File: src/rtl/qr_givens_engine.sv
// -----------------------------------------------------------------------------
// qr_givens_engine
//
// In-place Givens QR triangularisation of a ROWS x COLS signed matrix held in
// an external dual-port RAM (column-major: address = col*ROWS + row). A single
// iterative CORDIC datapath performs one micro-rotation per clock. It works in
// vectoring mode to zero A[i][j] against A[i-1][j]. It then works in rotation
// mode to apply the same angle to the rest of rows i-1 and i.
//
// Ports:
//   clk          in   clock
//   reset        in   asynchronous, active-low reset
//   start        in   begin a decomposition (sampled only in IDLE)
//   busy         out  high from the cycle after an accepted start to last WR_Y
//   done         out  one-cycle pulse after the last write
//   mem_rd       out  RAM read enable
//   mem_rd_addr  out  RAM read address
//   mem_rd_data  in   RAM read data, valid the cycle after mem_rd
//   mem_wr       out  RAM write enable
//   mem_wr_addr  out  RAM write address
//   mem_wr_data  out  RAM write data
// -----------------------------------------------------------------------------
module qr_givens_engine #(
    parameter int ROWS     = 4,
    parameter int COLS     = 4,
    parameter int DW       = 13,
    parameter int AW       = 5,
    parameter int ITER     = 12,
    parameter int K        = 622,
    parameter int KF       = 10,
    parameter int ZERO_RES = 1
) (
    input  logic          clk,
    input  logic          reset,
    input  logic          start,
    output logic          busy,
    output logic          done,
    output logic          mem_rd,
    output logic [AW-1:0] mem_rd_addr,
    input  logic [DW-1:0] mem_rd_data,
    output logic          mem_wr,
    output logic [AW-1:0] mem_wr_addr,
    output logic [DW-1:0] mem_wr_data
);

    // Two guard bits absorb the CORDIC gain (~1.65) times the sqrt(2) vector growth.
    localparam int XW    = DW + 2;
    // Number of elimination columns.
    localparam int NJ    = (ROWS - 1 < COLS) ? ROWS - 1 : COLS;
    localparam int MAXRC = (ROWS > COLS) ? ROWS : COLS;
    localparam int IW    = $clog2(MAXRC + 1);
    localparam int NW    = (ITER > 1) ? $clog2(ITER) : 1;
    // Signed width for K with a clear sign bit.
    localparam int KW    = $clog2(K + 1) + 1;
    localparam int PW    = XW + KW;

    localparam logic signed [KW-1:0] K_S     = KW'(K);
    localparam logic signed [PW-1:0] SAT_MAX = PW'((2 ** (DW - 1)) - 1);
    localparam logic signed [PW-1:0] SAT_MIN = -SAT_MAX - PW'(1);

    typedef enum logic [3:0] {
        S_IDLE, S_RD_X, S_RD_Y, S_LOAD, S_CALC, S_SCALE, S_WR_X, S_WR_Y, S_DONE
    } state_t;

    state_t                r_state;
    logic                  r_busy;
    logic                  r_done;
    logic                  r_mem_rd;
    logic [AW-1:0]         r_mem_rd_addr;
    logic                  r_mem_wr;
    logic [AW-1:0]         r_mem_wr_addr;
    logic [DW-1:0]         r_mem_wr_data;
    logic signed [XW-1:0]  r_x;
    logic signed [XW-1:0]  r_y;
    logic [ITER-1:0]       r_d;
    logic                  r_q;
    logic [NW-1:0]         r_n;
    logic [IW-1:0]         r_j;
    logic [IW-1:0]         r_i;
    logic [IW-1:0]         r_k;

    // Column-major address of element (row, col).
    function automatic logic [AW-1:0] addr_of(input logic [IW-1:0] col,
                                              input logic [IW-1:0] row);
        return AW'(col) * AW'(ROWS) + AW'(row);
    endfunction

    // Gain compensation: floor((v*K) / 2^KF), then clamp to the DW-bit range.
    function automatic logic signed [XW-1:0] scale_sat(input logic signed [XW-1:0] v);
        logic signed [PW-1:0] p;
        p = (PW'(v) * PW'(K_S)) >>> KF;
        if (p > SAT_MAX)
            p = SAT_MAX;
        else if (p < SAT_MIN)
            p = SAT_MIN;
        return XW'(p);
    endfunction

    // Vectoring op: the current column is the elimination column.
    logic                 w_vec;
    logic                 w_dn;
    logic signed [XW-1:0] w_xs;
    logic signed [XW-1:0] w_ys;
    logic signed [XW-1:0] w_x_rot;
    logic signed [XW-1:0] w_y_rot;
    logic signed [XW-1:0] w_rd_ext;
    logic signed [XW-1:0] w_sx;
    logic signed [XW-1:0] w_sy;
    logic                 w_neg;
    logic                 w_k_last;
    logic                 w_i_last;
    logic                 w_j_last;
    logic                 w_fin;
    logic [IW-1:0]        w_nj;
    logic [IW-1:0]        w_ni;
    logic [IW-1:0]        w_nk;

    assign w_vec    = (r_k == r_j);
    // Vectoring drives y toward zero. Rotation replays the stored directions.
    assign w_dn     = w_vec ? ~r_y[XW-1] : r_d[r_n];
    assign w_xs     = r_x >>> r_n;
    assign w_ys     = r_y >>> r_n;
    assign w_x_rot  = w_dn ? r_x + w_ys : r_x - w_ys;
    assign w_y_rot  = w_dn ? r_y - w_xs : r_y + w_xs;
    assign w_rd_ext = XW'($signed(mem_rd_data));
    assign w_sx     = scale_sat(r_x);
    assign w_sy     = scale_sat(r_y);
    // Quadrant pre-correction: a negative X is rotated by 180 degrees first.
    assign w_neg    = w_vec ? r_x[XW-1] : r_q;

    // Schedule walk: k runs across the row pair, i walks up, j moves right.
    assign w_k_last = (r_k == IW'(COLS - 1));
    assign w_i_last = (r_i == r_j + IW'(1));
    assign w_j_last = (r_j == IW'(NJ - 1));
    assign w_fin    = w_k_last && w_i_last && w_j_last;
    assign w_nk     = !w_k_last ? r_k + IW'(1) : (!w_i_last ? r_j : r_j + IW'(1));
    assign w_ni     = !w_k_last ? r_i : (!w_i_last ? r_i - IW'(1) : IW'(ROWS - 1));
    assign w_nj     = (w_k_last && w_i_last) ? r_j + IW'(1) : r_j;

    // NOTE: all state and registered outputs use non-blocking assignments, so every
    // right-hand side sees the pre-edge values. The CORDIC "old values" rule relies on this.
    always_ff @(posedge clk or negedge reset) begin
        if (!reset) begin
            r_state       <= S_IDLE;
            r_busy        <= 1'b0;
            r_done        <= 1'b0;
            r_mem_rd      <= 1'b0;
            r_mem_rd_addr <= '0;
            r_mem_wr      <= 1'b0;
            r_mem_wr_addr <= '0;
            r_mem_wr_data <= '0;
            r_x           <= '0;
            r_y           <= '0;
            // NOTE: the direction bits are a small flop vector, not a RAM, so they
            // take a reset like every other register here.
            r_d           <= '0;
            r_q           <= 1'b0;
            r_n           <= '0;
            r_j           <= '0;
            r_i           <= '0;
            r_k           <= '0;
        end else begin
            case (r_state)
                S_IDLE: begin
                    r_done <= 1'b0;
                    if (start) begin
                        if (NJ == 0) begin
                            r_state <= S_DONE;
                            r_done  <= 1'b1;
                        end else begin
                            r_state       <= S_RD_X;
                            r_busy        <= 1'b1;
                            r_mem_rd      <= 1'b1;
                            r_j           <= '0;
                            r_i           <= IW'(ROWS - 1);
                            r_k           <= '0;
                            r_mem_rd_addr <= addr_of('0, IW'(ROWS - 2));
                        end
                    end
                end
                S_RD_X: begin
                    r_state       <= S_RD_Y;
                    r_mem_rd_addr <= addr_of(r_k, r_i);
                end
                S_RD_Y: begin
                    r_state  <= S_LOAD;
                    r_mem_rd <= 1'b0;
                    r_x      <= w_rd_ext;
                end
                S_LOAD: begin
                    r_state <= S_CALC;
                    r_n     <= '0;
                    r_x     <= w_neg ? -r_x : r_x;
                    r_y     <= w_neg ? -w_rd_ext : w_rd_ext;
                    if (w_vec)
                        r_q <= r_x[XW-1];
                end
                S_CALC: begin
                    r_x <= w_x_rot;
                    r_y <= w_y_rot;
                    if (w_vec)
                        r_d[r_n] <= ~r_y[XW-1];
                    if (r_n == NW'(ITER - 1))
                        r_state <= S_SCALE;
                    else
                        r_n <= r_n + NW'(1);
                end
                S_SCALE: begin
                    r_state       <= S_WR_X;
                    r_x           <= w_sx;
                    r_y           <= w_sy;
                    r_mem_wr      <= 1'b1;
                    r_mem_wr_addr <= addr_of(r_k, r_i - IW'(1));
                    r_mem_wr_data <= w_sx[DW-1:0];
                end
                S_WR_X: begin
                    r_state       <= S_WR_Y;
                    r_mem_wr_addr <= addr_of(r_k, r_i);
                    r_mem_wr_data <= (w_vec && ZERO_RES != 0) ? '0 : r_y[DW-1:0];
                end
                S_WR_Y: begin
                    r_mem_wr <= 1'b0;
                    if (w_fin) begin
                        r_state <= S_DONE;
                        r_busy  <= 1'b0;
                        r_done  <= 1'b1;
                    end else begin
                        r_state       <= S_RD_X;
                        r_mem_rd      <= 1'b1;
                        r_j           <= w_nj;
                        r_i           <= w_ni;
                        r_k           <= w_nk;
                        r_mem_rd_addr <= addr_of(w_nk, w_ni - IW'(1));
                    end
                end
                S_DONE: begin
                    r_state <= S_IDLE;
                    r_done  <= 1'b0;
                end
                default: r_state <= S_IDLE;
            endcase
        end
    end

    assign busy        = r_busy;
    assign done        = r_done;
    assign mem_rd      = r_mem_rd;
    assign mem_rd_addr = r_mem_rd_addr;
    assign mem_wr      = r_mem_wr;
    assign mem_wr_addr = r_mem_wr_addr;
    assign mem_wr_data = r_mem_wr_data;

endmodule

File: config.mk
export PLATFORM = sky130hd
export DESIGN_NAME = qr_givens_engine
export DESIGN_NICKNAME = d
export VERILOG_FILES = /design/src/rtl/qr_givens_engine.sv
export SDC_FILE = /design/constraint.sdc
export NUM_CORES = 1
export LEC_CHECK = 0
export CAP_MARGIN = 0
export CORE_AREA = 2 2 194 196
export DETAILED_ROUTE_END_ITERATION = 8
export DIE_AREA = 0 0 196 198
export PLACE_DENSITY = 0.55
export REMOVE_ABC_BUFFERS = 1
export SLEW_MARGIN = 20
export SYNTH_ARGS = -nofsm -noshare
export SYNTH_HDL_FRONTEND = slang
export SYNTH_SLANG_ARGS = --single-unit
export TNS_END_PERCENT = 100
File: constraint.sdc
create_clock -name clk -period 5.7 [get_ports clk]
set_input_delay 1.14 -clock clk [delete_from_list [all_inputs] [get_ports clk]]
set_output_delay 1.14 -clock clk [all_outputs]
set_load 0.03 [all_outputs]
==> results.md <==
* WP data required at 5.97 ns
* Ys Warns at 0
* Critical path launch point type: register
* Syn-to-layout area delta at 20.7%
* Async S/R FF share, synth at 100%
* Hpwl dp at 36.7 mm
* Drt wl/cell at 19.7 um
* FMAX at 0.177 GHz
* CTS buffer count at 9
* Max FO, Critical Path at 5
* Global route total overflow at 0
* Die Y-Extent at 198 um
* Fraction of layout cells with a size suffix above 1 at 19.1%
* Clock buffer depth at 2
* First-pass GRT wire length at 72.1 mm
* Wirelength, routed at 45.9 mm
* Setup CP Type: reg -> reg
* HP Class: reg -> reg
* Vias at 13000
* Initial Util at 39.2%
* Worst skew pair latency at 0.36 ns
* MaxCap Viol Count at 0
* Clk_skew at 0.00893 ns
* Rows at 71
* Number of synthesized flops with an enable pin at 0
* Main synth FF type: dfrtp_1
* Mapped Cells at 1689
* Highest-count cells in the layout ignoring fill and taps: inv_1 (248), buf_4 (162), ha_1 (152), nand2_1 (125)
* Post-route cell area at 17500 um^2
* Dpl ws at -0.166 ns
* Vias in the first global route at 12700
* Die X at 196 um
* Num ports at 43
* Post-route antenna net violation count at 0
* Initial antenna violation count at 0
* Seq/Total Area, Yosys at 15.0%
* Synth Cell Area at 14500 um^2
* CTS tree: built
* CTS Sinks at 87
* # hold bufs at CTS at 0
* Syn Area/Cell at 8.59 um^2
* Largest net degree at the start of global routing at 57
* Dpl cell area at 16400 um^2
* Final critical-path share of the clock period at 98.9%
* CORE AREA at 37000 um^2
* Die ar. at 38800 um^2
* Final setup margin at 0.0631 ns
* Drc violations at 0
* Final hold viol count at 0
* Total iterations of the first detailed-routing run at 5
* Worst Path Arrival at 5.91 ns
* Nets at 2152
* Unique masters post-synth at 78
* Max-slew violations at 0
* Run status: completed
* Worst-Margin Slew at 1.38 ns
* Crit. End Element: register
* Synth Register Bits at 87
* Final Setup Violations at 0
* Htree depth at 3
* Buffers added on ports at 42
* Total track usage at 23.9%
* Commonest non-fill, non-tap cell in the layout: inv_1
* RSZ-0062 raised after global routing: yes
* Final hold slack at 0.481 ns
* RD Place Congestion at 0.936
* Clk pin slew, worst setup/hold paths at 0.07 ns
* Root Buffer: clkbuf_16
* Fin Setup TNS at 0 ns
* Via density at 5.60
* # diodes at 0
* Minimum clock period at 5.64 ns
* Slew headroom at 7.64%
* DR iter-0 viols at 1080
==> logic make-up (layout without fill, tap and decap cells) <==
family                   after synthesis  after routing  synth area share (%)
AND/OR/NAND/NOR                      409            409                  13.4
adder cells (fa/ha/maj)              287            287                  30.4
buffers and inverters                341            504                  9.04
XOR/XNOR                             114            114                  6.88
multiplexers                          58             58                  7.34
AO/OA/AOI/OAI                        393            393                  18.0
flip-flops                            87             87                  15.0
==> flip-flops by register name, summed over array words and instances (netlist names) <==
| register | flops |
|---|---|
| r_d | 12 |
| r_state | 4 |
| mem_wr | 1 |
| r_x | 15 |
| r_i | 3 |
| r_y | 15 |
| done | 1 |
| busy | 1 |
| r_j | 3 |
| mem_rd_addr | 5 |
| mem_wr_data | 13 |
| r_k | 3 |
| r_q | 1 |
| mem_rd | 1 |
| r_n | 4 |
| mem_wr_addr | 5 |
==> stage by stage <==
step	std cells	util, %
2_1_floorplan	1619	-
3_3_place_gp	2287	44.3
3_5_place_dp	2287	44.3
4_1_cts	2308	45.5
5_1_grt	2326	47.3
6_report	2326	47.3
==> critical path, cell delays in order (launching register included) <==
cell,delay (ns)
dfrtp_1,0.42
inv_2,0.08
ha_4,0.27
inv_1,0.04
fa_1,0.47
fa_1,0.56
inv_1,0.05
fa_1,0.49
inv_2,0.04
fa_1,0.48
inv_2,0.05
ha_4,0.26
o21a_1,0.12
nor2_2,0.05
a211o_1,0.29
a211o_4,0.39
a221oi_4,0.29
xnor2_2,0.13
o31ai_2,0.32
buf_4,0.21
buf_6,0.11
a31oi_1,0.07
buf_4,0.21
a31oi_4,0.14
==> final timing paths <==
path                       startpoint      end  slack [ns]  cells past startpoint
max                            r_x[7]  r_x[10]        0.06                     23
min                            r_d[3]   r_d[3]        0.48                      2
max reg2reg                    r_x[7]  r_x[10]        0.06                     23
min reg2reg                    r_d[3]   r_d[3]        0.48                      2
max in group asynchronous       reset  r_x[12]        3.86                      2
min in group asynchronous       reset   r_y[4]        0.88                      1
==> layout make-up <==
| class | count | area [um^2] |
|---|---|---|
| clock buffer | 9 | 225 |
| clock inverter | 5 | 35.0 |
| fill | 3616 | 19500 |
| inverter | 271 | 1020 |
| multi-input combinational | 1261 | 11600 |
| sequential | 87 | 2190 |
| tap | 474 | 593 |
| timing repair buffer | 219 | 1790 |
==> Yosys cell counts (4+ instances only) <==
| master | instances | share of area [%] |
|---|---|---|
| nor3_1 | 32 | 1.1 |
| o22ai_1 | 12 | 0.52 |
| o221ai_1 | 5 | 0.30 |
| o2111ai_1 | 4 | 0.24 |
| xnor2_1 | 77 | 4.7 |
| nand4_1 | 8 | 0.35 |
| mux2i_1 | 13 | 0.90 |
| ha_1 | 179 | 15 |
| nand3_1 | 40 | 1.4 |
| buf_2 | 13 | 0.45 |
| a211oi_1 | 7 | 0.36 |
| and2_1 | 12 | 0.52 |
| xor2_1 | 37 | 2.2 |
| buf_1 | 4 | 0.10 |
| mux4_2 | 34 | 5.3 |
| a31oi_1 | 43 | 1.9 |
| clkbuf_1 | 50 | 1.3 |
| nor2_1 | 108 | 2.8 |
| a22o_1 | 4 | 0.24 |
| nor4_1 | 5 | 0.22 |
| a211o_1 | 5 | 0.30 |
| a22oi_1 | 28 | 1.4 |
| mux2_2 | 8 | 0.62 |
| fa_1 | 108 | 15 |
| a221o_1 | 6 | 0.41 |
| o31ai_1 | 11 | 0.57 |
| a311oi_1 | 6 | 0.36 |
| and3_1 | 7 | 0.30 |
| a21o_1 | 23 | 1.2 |
| a221oi_1 | 8 | 0.48 |
| nand2_1 | 126 | 3.3 |
| inv_1 | 269 | 7.0 |
| a21oi_1 | 104 | 3.6 |
| nor2b_1 | 14 | 0.60 |
| or2_2 | 4 | 0.17 |
| o21a_1 | 11 | 0.57 |
| o21ai_0 | 71 | 2.5 |
| or3_1 | 19 | 0.82 |
| a2111oi_0 | 4 | 0.24 |
| dfrtp_1 | 87 | 15 |
| nand2b_1 | 22 | 0.95 |
==> repair_timing <==
| action | CTS | global route |
|---|---|---|
| setup buffers | 5 | 20 |
| gates resized for setup | 34 | 103 |
| pin swaps | 6 | 35 |
| cloned | 2 | 0 |
| endpoints found under the setup margin | 29 | 42 |
==> routing by layer <==
metal / part of all wire, % / up-vias / GRT usage (%)
li1: - / 6163 / -
met1: 45 / 6371 / 33.3
met2: 46 / 419 / 38.3
met3: 6.0 / 61 / 3.70
met4: 3.0 / 0 / 7.18
met5: 0 / - / 0
Power is left out: the tool's default activity adds up to more than one toggle a clock period on the data nets, which glitch-free logic cannot reach.
